File: src/rtl/neogeo_burst_pkg.sv
// Shared types and widths for the graphics burst-read responder.
package neogeo_burst_pkg;

   localparam int unsigned BURST_ADDR_W = 26;
   localparam int unsigned BURST_LEN_W  = 11;
   localparam int unsigned HALF_W       = 16;
   localparam int unsigned BEAT_W       = 32;

   typedef enum logic [1:0] {
      IDLE  = 2'd0,
      ISSUE = 2'd1,
      DRAIN = 2'd2,
      DONE  = 2'd3
   } burst_state_t;

endpackage

File: src/rtl/burst_pack.sv
// Packs returned halfwords into beats: pairs into 32-bit words, or one
// halfword per beat. An odd trailing halfword goes out zero-padded.
module burst_pack
   import neogeo_burst_pkg::*;
(
   input  logic              CLK,
   input  logic              nRESET,
   input  logic [HALF_W-1:0] hw,
   input  logic              hw_valid,
   input  logic              mode_32,
   input  logic              last,
   output logic [BEAT_W-1:0] beat,
   output logic              beat_valid
);

   logic [HALF_W-1:0] hi_q;
   logic              phase;

   // Hold the first halfword of a pair, emit a registered beat when complete.
   always_ff @(posedge CLK or negedge nRESET) begin
      if (!nRESET) begin
         beat       <= '0;
         beat_valid <= 1'b0;
         hi_q       <= '0;
         phase      <= 1'b0;
      end else begin
         beat_valid <= 1'b0;
         if (hw_valid) begin
            if (!mode_32) begin
               beat       <= {HALF_W'(0), hw};
               beat_valid <= 1'b1;
               phase      <= 1'b0;
            end else if (phase) begin
               beat       <= {hi_q, hw};
               beat_valid <= 1'b1;
               phase      <= 1'b0;
            end else if (last) begin
               beat       <= {hw, HALF_W'(0)};
               beat_valid <= 1'b1;
            end else begin
               hi_q  <= hw;
               phase <= 1'b1;
            end
         end
      end
   end

endmodule

File: src/rtl/sdram_burst_responder.sv
// Burst-read target: splits a burst into pipelined halfword reads,
// tracks in-flight reads and hands responses to the beat packer.
module sdram_burst_responder
   import neogeo_burst_pkg::*;
#(
   parameter int unsigned ADDR_W  = BURST_ADDR_W,
   parameter int unsigned LEN_W   = BURST_LEN_W,
   parameter int unsigned MAX_OUT = 4
) (
   input  logic              CLK,
   input  logic              nRESET,
   input  logic              burst_rd,
   input  logic [ADDR_W-1:0] burst_addr,
   input  logic [LEN_W-1:0]  burst_len,
   input  logic              burst_32bit,
   output logic [BEAT_W-1:0] burst_data,
   output logic              burst_data_valid,
   output logic              burst_data_done,
   output logic              burst_busy,
   output logic              burst_overrun,
   output logic              mem_rd,
   output logic [ADDR_W-2:0] mem_addr,
   input  logic              mem_ready,
   input  logic [HALF_W-1:0] mem_q,
   input  logic              mem_q_valid
);

   localparam int unsigned HADDR_W = ADDR_W - 1;
   localparam int unsigned OUT_W   = $clog2(MAX_OUT) + 1;

   burst_state_t       state, state_nxt;
   logic [LEN_W-1:0]   len_q, len_nxt;
   logic [LEN_W-1:0]   issued, issued_nxt;
   logic [LEN_W-1:0]   rcvd, rcvd_nxt;
   logic [OUT_W-1:0]   outst, outst_nxt;
   logic [HADDR_W-1:0] addr_nxt;
   logic               mode_q, mode_nxt;
   logic               mem_rd_nxt, done_nxt, busy_nxt, overrun_nxt;
   logic               rd_accept, q_take, q_last;
   logic               addr_lsb_unused;

   // Byte-address bit 0 never selects anything: reads are halfword granular.
   assign addr_lsb_unused = burst_addr[0];

   assign rd_accept = mem_rd && mem_ready;
   // Responses with nothing outstanding predate a reset and are discarded.
   assign q_take    = mem_q_valid && (outst != '0);
   assign q_last    = (rcvd == (len_q - LEN_W'(1)));

   // Next-state and next-output computation; every output is registered.
   always_comb begin
      state_nxt   = state;
      len_nxt     = len_q;
      mode_nxt    = mode_q;
      addr_nxt    = mem_addr;
      issued_nxt  = issued + LEN_W'(rd_accept);
      rcvd_nxt    = rcvd + LEN_W'(q_take);
      outst_nxt   = outst + OUT_W'(rd_accept) - OUT_W'(q_take);
      overrun_nxt = burst_overrun | (burst_rd && (state != IDLE));

      if (rd_accept) begin
         addr_nxt = mem_addr + HADDR_W'(1);
      end

      case (state)
         IDLE: begin
            if (burst_rd) begin
               len_nxt    = burst_len;
               mode_nxt   = burst_32bit;
               addr_nxt   = burst_addr[ADDR_W-1:1];
               issued_nxt = '0;
               rcvd_nxt   = '0;
               state_nxt  = (burst_len == '0) ? DONE : ISSUE;
            end
         end
         ISSUE: begin
            if (issued == len_q) begin
               state_nxt = (rcvd == len_q) ? DONE : DRAIN;
            end
         end
         DRAIN: begin
            if (rcvd == len_q) begin
               state_nxt = DONE;
            end
         end
         DONE: begin
            state_nxt = IDLE;
         end
         default: begin
            state_nxt = IDLE;
         end
      endcase

      // Registered request: look ahead at next-cycle counts so the in-flight cap holds.
      mem_rd_nxt = (state_nxt == ISSUE) && (issued_nxt < len_nxt) &&
                   (outst_nxt < OUT_W'(MAX_OUT));
      done_nxt   = (state_nxt == DONE);
      busy_nxt   = (state_nxt != IDLE);
   end

   // State, counters and registered outputs.
   always_ff @(posedge CLK or negedge nRESET) begin
      if (!nRESET) begin
         state           <= IDLE;
         len_q           <= '0;
         mode_q          <= 1'b0;
         issued          <= '0;
         rcvd            <= '0;
         outst           <= '0;
         mem_addr        <= '0;
         mem_rd          <= 1'b0;
         burst_busy      <= 1'b0;
         burst_data_done <= 1'b0;
         burst_overrun   <= 1'b0;
      end else begin
         state           <= state_nxt;
         len_q           <= len_nxt;
         mode_q          <= mode_nxt;
         issued          <= issued_nxt;
         rcvd            <= rcvd_nxt;
         outst           <= outst_nxt;
         mem_addr        <= addr_nxt;
         mem_rd          <= mem_rd_nxt;
         burst_busy      <= busy_nxt;
         burst_data_done <= done_nxt;
         burst_overrun   <= overrun_nxt;
      end
   end

   burst_pack u_pack (
      .CLK        (CLK),
      .nRESET     (nRESET),
      .hw         (mem_q),
      .hw_valid   (q_take),
      .mode_32    (mode_q),
      .last       (q_last),
      .beat       (burst_data),
      .beat_valid (burst_data_valid)
   );

endmodule

File: config.mk
export PLATFORM = sky130hd
export DESIGN_NAME = sdram_burst_responder
export DESIGN_NICKNAME = d
export VERILOG_FILES = /design/src/rtl/neogeo_burst_pkg.sv /design/src/rtl/burst_pack.sv /design/src/rtl/sdram_burst_responder.sv
export SDC_FILE = /design/constraint.sdc
export NUM_CORES = 1
export LEC_CHECK = 0
export ABC_CLOCK_PERIOD_IN_PS = 3800
export CAP_MARGIN = 40
export CELL_PAD_IN_SITES_DETAIL_PLACEMENT = 0
export CELL_PAD_IN_SITES_GLOBAL_PLACEMENT = 1
export CORE_MARGIN = 1
export CORE_UTILIZATION = 41
export CTS_CLUSTER_SIZE = 12
export DETAILED_ROUTE_END_ITERATION = 10
export GPL_TIMING_DRIVEN = 0
export PLACE_DENSITY_LB_ADDON = 0.25
export SETUP_SLACK_MARGIN = 0.4
export SLEW_MARGIN = 20
export SYNTH_ARGS = -nofsm -noshare
export SYNTH_HDL_FRONTEND = slang
export SYNTH_SLANG_ARGS = --single-unit
File: constraint.sdc
create_clock -name CLK -period 3.8 [get_ports CLK]
set_clock_uncertainty 0.15 [all_clocks]
set_input_delay 0.57 -clock CLK [delete_from_list [all_inputs] [get_ports CLK]]
set_output_delay 0.57 -clock CLK [all_outputs]
set_load 0.01 [all_outputs]
-- After elaboration in Yosys (flattened, before gate mapping)
Index checks and enable logic that the tools add are counted.
- register bits: 118
- output and inout bits: 62
- add/sub/neg operators: 6
- magnitude comparators: 2
- equal/unequal tests: 9
- multiplexer cells: 25
- bitwise logic cells: 3
- reduce and logical (&&, ||, !) cells: 13
- operators by type and width (kind ; count):
    $mux W32 ; 3
    $mux W25 ; 3
    $mux W11 ; 6
    $eq A11 B11 Y1 ; 3
    $add A25 B1 Y25 const B ; 1
    $add A11 B1 Y11 ; 2
    $logic_not A11 Y1 ; 1
    $lt A11 B11 Y1 ; 1
    $sub A11 B1 Y11 const B ; 1
    $mux W1 ; 8
    $mux W2 ; 4
    $pmux W2 S4 ; 1
    $eq A2 B2 Y1 const B ; 3
    $logic_and A1 B1 Y1 ; 5
    $eq A2 B1 Y1 const B ; 2
    $reduce_and A2 Y1 ; 2
    $reduce_and A4 Y1 ; 1
    $reduce_bool A2 Y1 ; 2
    $add A3 B1 Y3 ; 1
    $lt A3 B3 Y1 const B ; 1
    $ne A3 B1 Y1 const B ; 1
    $reduce_bool A3 Y1 ; 1
    $sub A3 B1 Y3 ; 1
    $logic_not A2 Y1 ; 1
    2 further kinds ; 3

-- Logic depth before layout (Yosys ltp)
Gate-level depths: netlist of the first run.
- depth in word-level cells: 7
- gate-level depth with buffers: 14
- mapped depth without buffers: 13

-- Hierarchy
From an unflattened synthesis of the first run, not the netlist that was laid out.
- cell total of the unflattened synthesis: 561
- area, all modules: 6023.3 um2
- by module, submodules not included (module ; times used ; cells an instance ; area an instance (um2) ; sequential area each (um2)):
    sdram_burst_responder ; 1 ; 430 ; 3988.8 ; 1701.6
    burst_pack ; 1 ; 131 ; 2034.5 ; 1251.2

-- Worst setup path before layout of the first run
No wires, ideal clock.
- kind: flip-flop to flip-flop
- from: register outst[1]
- to: register mem_rd
- library setup time: 0.101 ns
- data arrival time: 3.093 ns
- path slack: 0.456 ns
- stages on the path, launching flop included: 14
- buffers on the path: 1
- cells stage by stage: dfrtp_1 > o31ai_1 > clkinv_1 > clkbuf_1 > ha_1 > inv_1 > ha_1 > inv_1 > fa_1 > xnor2_1 > xnor2_1 > nor2_1 > o211ai_1 > nor4_1
- word-level cells in the longest chain between the ends: 5
- elaborated cells on any way between the ends: 6
- RTL lines (item ; line ; text):
    start: declaration ; sdram_burst_responder.sv:35 ; logic [OUT_W-1:0] outst, outst_nxt;
    start signal: assignment ; sdram_burst_responder.sv:121 ; outst <= outst_nxt;
    $reduce_bool A3 Y1 ; sdram_burst_responder.sv:47 ; assign q_take = mem_q_valid && (outst != '0);
    $logic_and A1 B1 Y1 ; sdram_burst_responder.sv:47 ;
    via q_take ; sdram_burst_responder.sv:39 ; logic rd_accept, q_take, q_last;
    $sub A3 B1 Y3 ; sdram_burst_responder.sv:58 ; outst_nxt = outst + OUT_W'(rd_accept) - OUT_W'(q_take);
    via outst_nxt[2] ; sdram_burst_responder.sv:35 ;
    $lt A3 B3 Y1 ; sdram_burst_responder.sv:96 ; (outst_nxt < OUT_W'(MAX_OUT));
    $logic_and A1 B1 Y1 ; sdram_burst_responder.sv:95 ; mem_rd_nxt = (state_nxt == ISSUE) && (issued_nxt < len_nxt) &&
    via mem_rd_nxt ; sdram_burst_responder.sv:38 ; logic mem_rd_nxt, done_nxt, busy_nxt, overrun_nxt;
    end signal: assignment ; sdram_burst_responder.sv:123 ; mem_rd <= mem_rd_nxt;
    end: declaration ; sdram_burst_responder.sv:21 ; output logic mem_rd,
The timed path passes the listed nets, and every way through them passes these cells.
A chain may end at the register's enable or synchronous reset.

-- Worst setup path in the final report of the first run
- from: register outst[2]
- to: register mem_rd
The elaborated chain is that of the path after synthesis.

==> metrics.md, run 1 <==
| Metric | Value |
|---|---|
| Die Wd | `131 um` |
| Adder-cell area share of the yosys netlist | `3.78%` |
| Post-DP Area | `8310 um^2` |
| DRT iter0 DRCs | `374` |
| Min-delay worst type | `reg -> reg` |
| DP Wirelength | `13.3 mm` |
| Post-Syn Nets | `791` |
| Reg power frac | `31.0%` |
| Worst hold start | `burst_overrun$_DFF_PN0_` |
| Gate power share | `45.6%` |
| WHS | `0.330 ns` |
| Synth cell types | `57` |
| CP delay by family, top | `adder cells` |
| Fmax | `302 MHz` |
| Net Sw Frac | `37.7%` |
| Core footprint | `16100 um^2` |
| R2r startpoint | `outst[2]$_DFF_PN0_` |
| Final setup viols | `0` |
| Grt total ovfl | `0` |
| Post-route cell area | `9050 um^2` |
| Avg Vias per Cell | `5.35` |
| Max_slew headroom | `41.3%` |
| Hold endpoint | `burst_overrun$_DFF_PN0_` |
| Power per standard cell area | `830 nW/um^2` |
| Mux share of post-synthesis cell area | `6.96%` |
| Final critical-path share of the clock period | `87.2%` |
| Synth Flop Type | `dfrtp_1` |
| CTS root buf | `clkbuf_16` |
| Final wirelength | `18.3 mm` |
| RePlAce Congestion | `0.868` |
| DRC | `0` |
| Main combinational cell family by area after synthesis | `simple AND/OR/NAND/NOR gates` |
| CTS clk-pin slew, worst paths | `0.05 ns` |
| Maxcap violations | `0` |
| Post-Syn Instances | `712` |
| Slowest Stage Delay on Critical Path | `0.41 ns` |
| H-tree levels | `4` |
| Initial antenna violation count | `0` |
| Leak | `0.00379 uW` |
| RSZ-0062 raised after global routing | `yes` |
| Rows | `46` |
| Routed vias | `5808` |
| Post-Synth Simple-Gate Area | `17.4%` |
| Synthesized area | `6820 um^2` |
| Largest net degree at the start of global routing | `79` |
| Clock sink count | `118` |
| CTS Buffer Depth | `2` |
| # diodes | `0` |
| YS warnings | `0` |
| Detailed Routing Iterations Pass 1 | `5` |
| Post-layout nets | `935` |
| Int Pwr | `4680 uW` |
| Clk_lat worst skew | `0.42 ns` |
| Vias in the first global route | `5883` |
| Die Area | `17100 um^2` |
| IO buf count | `119` |
| Seq/Total Area, Yosys | `43.3%` |
| WP data arrival | `3.47 ns` |
| Mean Syn Cell Area | `9.57 um^2` |
| CP Launch Type | `flop` |
| Xor/xnor share of the synthesized area | `8.74%` |
| Complex-gate fraction of the synthesized area | `15.2%` |
| Worst-Margin Slew | `0.870 ns` |
| Area Overhead vs Synth | `32.8%` |
| Post-route ant nets | `0` |
| CP max FO | `11` |
| Switching Power | `2830 uW` |
| R2R Setup Slk | `0.49 ns` |
| Critical path cell sequence | `o31ai_4 -> buf_2 -> clkinv_2 -> clkbuf_4 -> ha_1 -> inv_1 -> ha_1 -> inv_1 -> fa_1 -> xnor2_1 -> xnor2_1 -> nor2_1 -> o211ai_1 -> nor4_2` |
| Layout cells sized above 1 | `11.5%` |
| Class of the most critical setup path | `reg -> reg` |
| Worst Path Required | `3.96 ns` |
| Reg2reg path depth | `14` |
| Yosys reg bits | `118` |
| Outcome | `finished, final reports clean` |
| Number of top-level pins | `121` |
| Reg2reg end | `mem_rd$_DFF_PN0_` |
| Clock share of power | `23.4%` |
| Worst Setup SP | `outst[2]$_DFF_PN0_` |
| Total track usage | `22.7%` |
| Min-Delay Path Depth | `1` |
| Slowest cell on crit path | `dfrtp_1` |
| Largest vdd supply drop | `0.000414 V` |
| Asr flop ratio synth | `100%` |
| Initial core utilization | `42.4%` |
| Final min period | `3.31 ns` |
| CTS Buf Count | `17` |
| CTS tree | `built` |
| Wirelength per Cell | `16.8 um` |
| Die Span Y | `131 um` |
| Pins Over Slew Limit | `0` |
| First-pass GRT wire length | `29.7 mm` |
| Core Util, Final | `56.4%` |
| EDFF count, synth | `0` |
| CP Buf/Inv Count | `5` |
| Final Hold Viols | `0` |
| Setup crit end kind | `flop` |
-- area by class of cell --
type	instances	area [um^2]
flip-flops and latches	118	2950
clock inverters	10	175
repair buffers	125	1270
well taps	216	270
clock buffers	22	464
inverters	28	106
plain buffers	46	215
fillers	1367	7010
multi-input cells	520	3600
-- registers in the layout (all words and copies together), names as in the netlist, 2 cells and up --
name	flops
u_pack.beat	32
state	2
mem_addr	25
len_q	11
issued	11
outst	3
u_pack.hi_q	16
rcvd	11
-- cells in the mapped netlist (2+ instances only) --
cell / n / area, um^2
or2_2: 2 / 12.5
a211oi_1: 17 / 128
a21oi_1: 24 / 120
or3b_2: 2 / 17.5
xor2_1: 37 / 324
nand2_1: 91 / 342
clkbuf_1: 36 / 135
o21ai_0: 45 / 225
buf_6: 2 / 22.5
nor2b_1: 3 / 18.8
a21o_1: 3 / 22.5
o31ai_1: 3 / 22.5
mux2_4: 9 / 135
and3_1: 29 / 181
ha_1: 19 / 238
nand2b_1: 5 / 31.3
and2_1: 6 / 37.5
or3_1: 3 / 18.8
nor3b_1: 2 / 15.0
inv_1: 26 / 97.6
xnor2_1: 31 / 272
nor3_1: 6 / 30.0
buf_2: 6 / 30.0
nor4_1: 5 / 31.3
mux2_2: 23 / 259
dfrtp_1: 118 / 2950
nor2_1: 40 / 150
mux2i_1: 8 / 80.1
nand4_1: 16 / 100
o211ai_1: 33 / 248
a22oi_1: 16 / 120
and4_1: 4 / 35.0
nand3_1: 16 / 80.1
nand3b_1: 2 / 15.0
o211a_1: 2 / 20.0
-- per-stage QoR --
stage	power (uW)	std cells	setup slack [ns]	TNS, ns
floorplan	4350	712	0.456	0
global placement	5600	1047	-2.80	-329.59
detailed placement	5710	1049	-0.758	-0.758
CTS	7520	1082	0.415	0
global route	8030	1085	0.329	0
finish	7510	1085	0.488	0
-- per-layer routing --
metal	routed length, um	up-vias	track usage, %	part of all wire, %
li1	-	2801	-	-
met1	8300	2806	29.4	45
met2	8840	174	37.5	48
met3	818	27	4.36	4.5
met4	297	0	8.59	1.6
met5	0	-	0	0
-- what timing repair did --
action                                  4_1_cts  5_1_grt
setup buffers                                 0        3
endpoints found under the hold margin        40        0
pin swaps                                     0        2
resized for setup                            10        5
endpoints found under the setup margin        3       27
hold buffers                                  1        0
-- how the worst max path moves through the flow --
| stage | endpoint | cells past startpoint |
|---|---|---|
| 2_1_floorplan | mem_rd$_DFF_PN0_ | 13 |
| 5_1_grt | mem_rd$_DFF_PN0_ | 14 |
| 3_5_place_dp | mem_rd$_DFF_PN0_ | 11 |
| 4_1_cts | mem_rd$_DFF_PN0_ | 14 |
| 3_3_place_gp | mem_addr[11]$_DFF_PN0_ | 1 |
| 6_report | mem_rd$_DFF_PN0_ | 14 |
-- power groups by stage --
| stage | Clock (uW) | Sequential (uW) | Combinational, uW |
|---|---|---|---|
| 2_1_floorplan | 0 | 2370 | 1990 |
| 6_report | 1760 | 2330 | 3430 |
| 3_5_place_dp | 0 | 2330 | 3370 |
| 3_3_place_gp | 0 | 2300 | 3310 |
| 5_1_grt | 1840 | 2410 | 3780 |
| 4_1_cts | 1780 | 2330 | 3410 |
-- cell families after synthesis --
family	Yosys count
AND/OR/NAND/NOR	237
AO/OA/AOI/OAI	155
flip-flops	118
buffers and inverters	74
XOR/XNOR	68
multiplexers	40
adder cells (fa/ha/maj)	20
-- cell usage in the layout, fill, tap and decap left out, types with 7 or more instances in the layout --
cell type          n
a21oi_1           24
mux2_2            23
o21ai_0           45
clkbuf_1          35
a211oi_1          17
nor2_1            39
clkdlybuf4s50_1  118
nand2_1           91
nand3_1           16
mux2i_1            8
dfrtp_1          118
mux2_4             9
xor2_1            37
xnor2_1           31
a22oi_1           16
clkbuf_16         17
ha_1              19
inv_1             26
and3_1            29
o211ai_1          33
nand4_1           16
buf_2              7
Note: power is estimated with default switching activity, not from simulation.
==> inputs of run 2 (changes only) <==
--- a/config.mk
+++ b/config.mk
@@ -14,6 +14,7 @@
 export CTS_CLUSTER_SIZE = 12
 export DETAILED_ROUTE_END_ITERATION = 10
 export GPL_TIMING_DRIVEN = 0
+export HOLD_SLACK_MARGIN = 0.03
 export PLACE_DENSITY_LB_ADDON = 0.25
 export SETUP_SLACK_MARGIN = 0.4
 export SLEW_MARGIN = 20
==> results of run 2 <==
The final DEF is identical to that of run 1; final timing and power are the same.
==> inputs of run 3 (changes only) <==
--- a/config.mk
+++ b/config.mk
@@ -11,12 +11,14 @@
 export CELL_PAD_IN_SITES_GLOBAL_PLACEMENT = 1
 export CORE_MARGIN = 1
 export CORE_UTILIZATION = 41
+export CTS_CLUSTER_DIAMETER = 30
 export CTS_CLUSTER_SIZE = 12
 export DETAILED_ROUTE_END_ITERATION = 10
 export GPL_TIMING_DRIVEN = 0
 export HOLD_SLACK_MARGIN = 0.03
 export PLACE_DENSITY_LB_ADDON = 0.25
 export SETUP_SLACK_MARGIN = 0.4
+export SKIP_CTS_REPAIR_TIMING = 1
 export SLEW_MARGIN = 20
 export SYNTH_ARGS = -nofsm -noshare
 export SYNTH_HDL_FRONTEND = slang
==> metrics.md, run 3 (same netlist as run 1, synthesis figures left out) <==
| Metric | Value |
|---|---|
| # diodes | `0 (unchanged)` |
| Class of the most critical setup path | `reg -> reg` |
| Initial antenna violation count | `0 (unchanged)` |
| Wirelength per Cell | `16.9 um (+0.47%)` |
| Max FFs per register | `32 (unchanged)` |
| Post-DP Area | `8310 um^2 (unchanged)` |
| DP Wirelength | `13.3 mm (unchanged)` |
| Final setup viols | `0 (unchanged)` |
| H-tree levels | `4 (unchanged)` |
| Final min period | `3.34 ns (+0.0290 ns)` |
| Commonest non-fill, non-tap cells in the layout | `118 x dfrtp_1, 118 x clkdlybuf4s50_1, 91 x nand2_1, 45 x o21ai_0, 39 x nor2_1` |
| Setup crit end kind | `flop` |
| DRC | `0 (unchanged)` |
| Routed vias | `5796 (-0.21%)` |
| Rows | `46 (unchanged)` |
| Core footprint | `16100 um^2 (unchanged)` |
| First-pass GRT wire length | `29.6 mm (-0.21%)` |
| Die Area | `17100 um^2 (unchanged)` |
| Maxcap violations | `0 (unchanged)` |
| CP delay by family, top | `adder cells` |
| CP Buf/Inv Count | `5 (unchanged)` |
| Post-route cell area | `9060 um^2 (about the same)` |
| Biggest register | `u_pack.beat` |
| Clock share of power | `23.4% (about the same)` |
| WHS | `0.330 ns (-0.0000570 ns)` |
| CTS Buf Count | `17 (unchanged)` |
| Slowest Stage Delay on Critical Path | `0.41 ns (about the same)` |
| Outcome | `finished, final reports clean` |
| Post-layout nets | `935 (unchanged)` |
| Total track usage | `22.6% (-0.053 points)` |
| RePlAce Congestion | `0.868 (unchanged)` |
| CTS clk-pin slew, worst paths | `0.05 ns (about the same)` |
| Grt total ovfl | `0 (unchanged)` |
| Int Pwr | `4690 uW (about the same)` |
| Power per standard cell area | `831 nW/um^2 (about the same)` |
| Initial core utilization | `42.4% (unchanged)` |
| Avg Vias per Cell | `5.34 (-0.21%)` |
| CTS root buf | `clkbuf_16` |
| Final Hold Viols | `0 (unchanged)` |
| Core Util, Final | `56.4% (about the same)` |
| Area Overhead vs Synth | `32.9% (about the same)` |
| Min-delay worst type | `reg -> reg` |
| CTS tree | `built` |
| Switching Power | `2840 uW (+0.19%)` |
| CTS Buffer Depth | `2 (unchanged)` |
| Worst-Margin Slew | `0.867 ns (-0.00247 ns)` |
| Gate power share | `45.6% (about the same)` |
| IO buf count | `119 (unchanged)` |
| Clk_lat worst skew | `0.42 ns (about the same)` |
| Pins Over Slew Limit | `0 (unchanged)` |
| CP Launch Type | `flop` |
| WP data arrival | `3.50 ns (+0.03 ns)` |
| Layout cells sized above 1 | `11.5% (unchanged)` |
| Slowest cell on crit path | `dfrtp_1` |
| Die Wd | `131 um (unchanged)` |
| Fmax | `299 MHz (-0.87%)` |
| Reg power frac | `31.0% (about the same)` |
| Largest vdd supply drop | `0.000416 V (+0.53%)` |
| Leak | `0.00378 uW (about the same)` |
| Clock sink count | `118 (unchanged)` |
| Post-route ant nets | `0 (unchanged)` |
| Worst Path Required | `3.96 ns (about the same)` |
| Vias in the first global route | `5876 (-0.12%)` |
| CP max FO | `11 (unchanged)` |
| Final critical-path share of the clock period | `87.9% (+0.76 points)` |
| DRT iter0 DRCs | `394 (+5.3%)` |
| Die Span Y | `131 um (unchanged)` |
| Net Sw Frac | `37.7% (about the same)` |
| Max_slew headroom | `41.5% (+0.17 points)` |
| Final wirelength | `18.3 mm (+0.47%)` |
| Detailed Routing Iterations Pass 1 | `5 (unchanged)` |
| RSZ-0062 raised after global routing | `yes` |
| Largest regs | `u_pack.beat: 32 flops, mem_addr: 25 flops, u_pack.hi_q: 16 flops` |
| Number of top-level pins | `121 (unchanged)` |
| Critical path cell sequence | `o31ai_4 -> buf_4 -> clkinvlp_4 -> buf_4 -> ha_1 -> inv_1 -> ha_1 -> inv_1 -> fa_1 -> xnor2_1 -> xnor2_1 -> nor2_1 -> o211ai_1 -> nor4_2` |
| Final Power | `7520 uW (about the same)` |
| Largest net degree at the start of global routing | `79 (unchanged)` |
[run 3: changes by cell type in the layout (fill, tap and decap cells not counted)]
cell / delta
buf_4: +2
clkinv_2: -1
buf_2: -1
clkinvlp_4: +1
clkbuf_4: -1
[run 3: area by class of cell]
type | count | area, um^2
buffer | 46 | 215
clock buffer | 22 | 464
clock inverter | 10 | 175
fill | 1367 | 7000
inverter | 28 | 109
multi-input combinational | 520 | 3600
sequential | 118 | 2950
tap | 216 | 270
timing repair buffer | 125 | 1270
[run 3: worst paths after layout]
check,start,cells after the start,slack (ns),end
setup reg to reg,outst[2]$_DFF_PN0_,14,0.46,mem_rd$_DFF_PN0_
max in group asynchronous,nRESET,3,2.27,rcvd[2]$_DFF_PN0_
hold / removal,burst_overrun$_DFF_PN0_,1,0.33,burst_overrun$_DFF_PN0_
min in group asynchronous,nRESET,2,0.49,u_pack.beat[21]$_DFFE_PN0P_
setup / recovery,outst[2]$_DFF_PN0_,14,0.46,mem_rd$_DFF_PN0_
hold reg to reg,burst_overrun$_DFF_PN0_,1,0.33,burst_overrun$_DFF_PN0_
[run 3: layer usage]
metal	wire length [um]	global-route usage [%]
met5	0	0
met4	350	8.59
met3	764	4.36
met2	8820	37.4
met1	8400	29.3
[run 3: worst reg2reg max path, stage by stage (launching register included)]
cell and delay [ns]:
dfrtp_1 0.41, o31ai_4 0.33, buf_4 0.20, clkinvlp_4 0.18, buf_4 0.24, ha_1 0.29, inv_1 0.05, ha_1 0.13
inv_1 0.05, fa_1 0.37, xnor2_1 0.20, xnor2_1 0.16, nor2_1 0.17, o211ai_1 0.13, nor4_2 0.19
[run 3: power by group through the flow]
stage / registers [uW] / logic [uW] / clock network [uW]
finish: 2330 / 3430 / 1760
global route: 2410 / 3780 / 1840
CTS: 2320 / 3400 / 1780
detailed placement: 2330 / 3370 / 0
global placement: 2300 / 3310 / 0
floorplan: 2370 / 1990 / 0
[run 3: per-stage QoR]
stage	instances	TNS (ns)	setup WS [ns]
after floorplan	712	0	0.456
after global placement	1047	-329.59	-2.80
after detailed placement	1049	-0.758	-0.758
after CTS	1081	-0.367	-0.367
after global routing	1085	0	0.310
final	1085	0	0.459
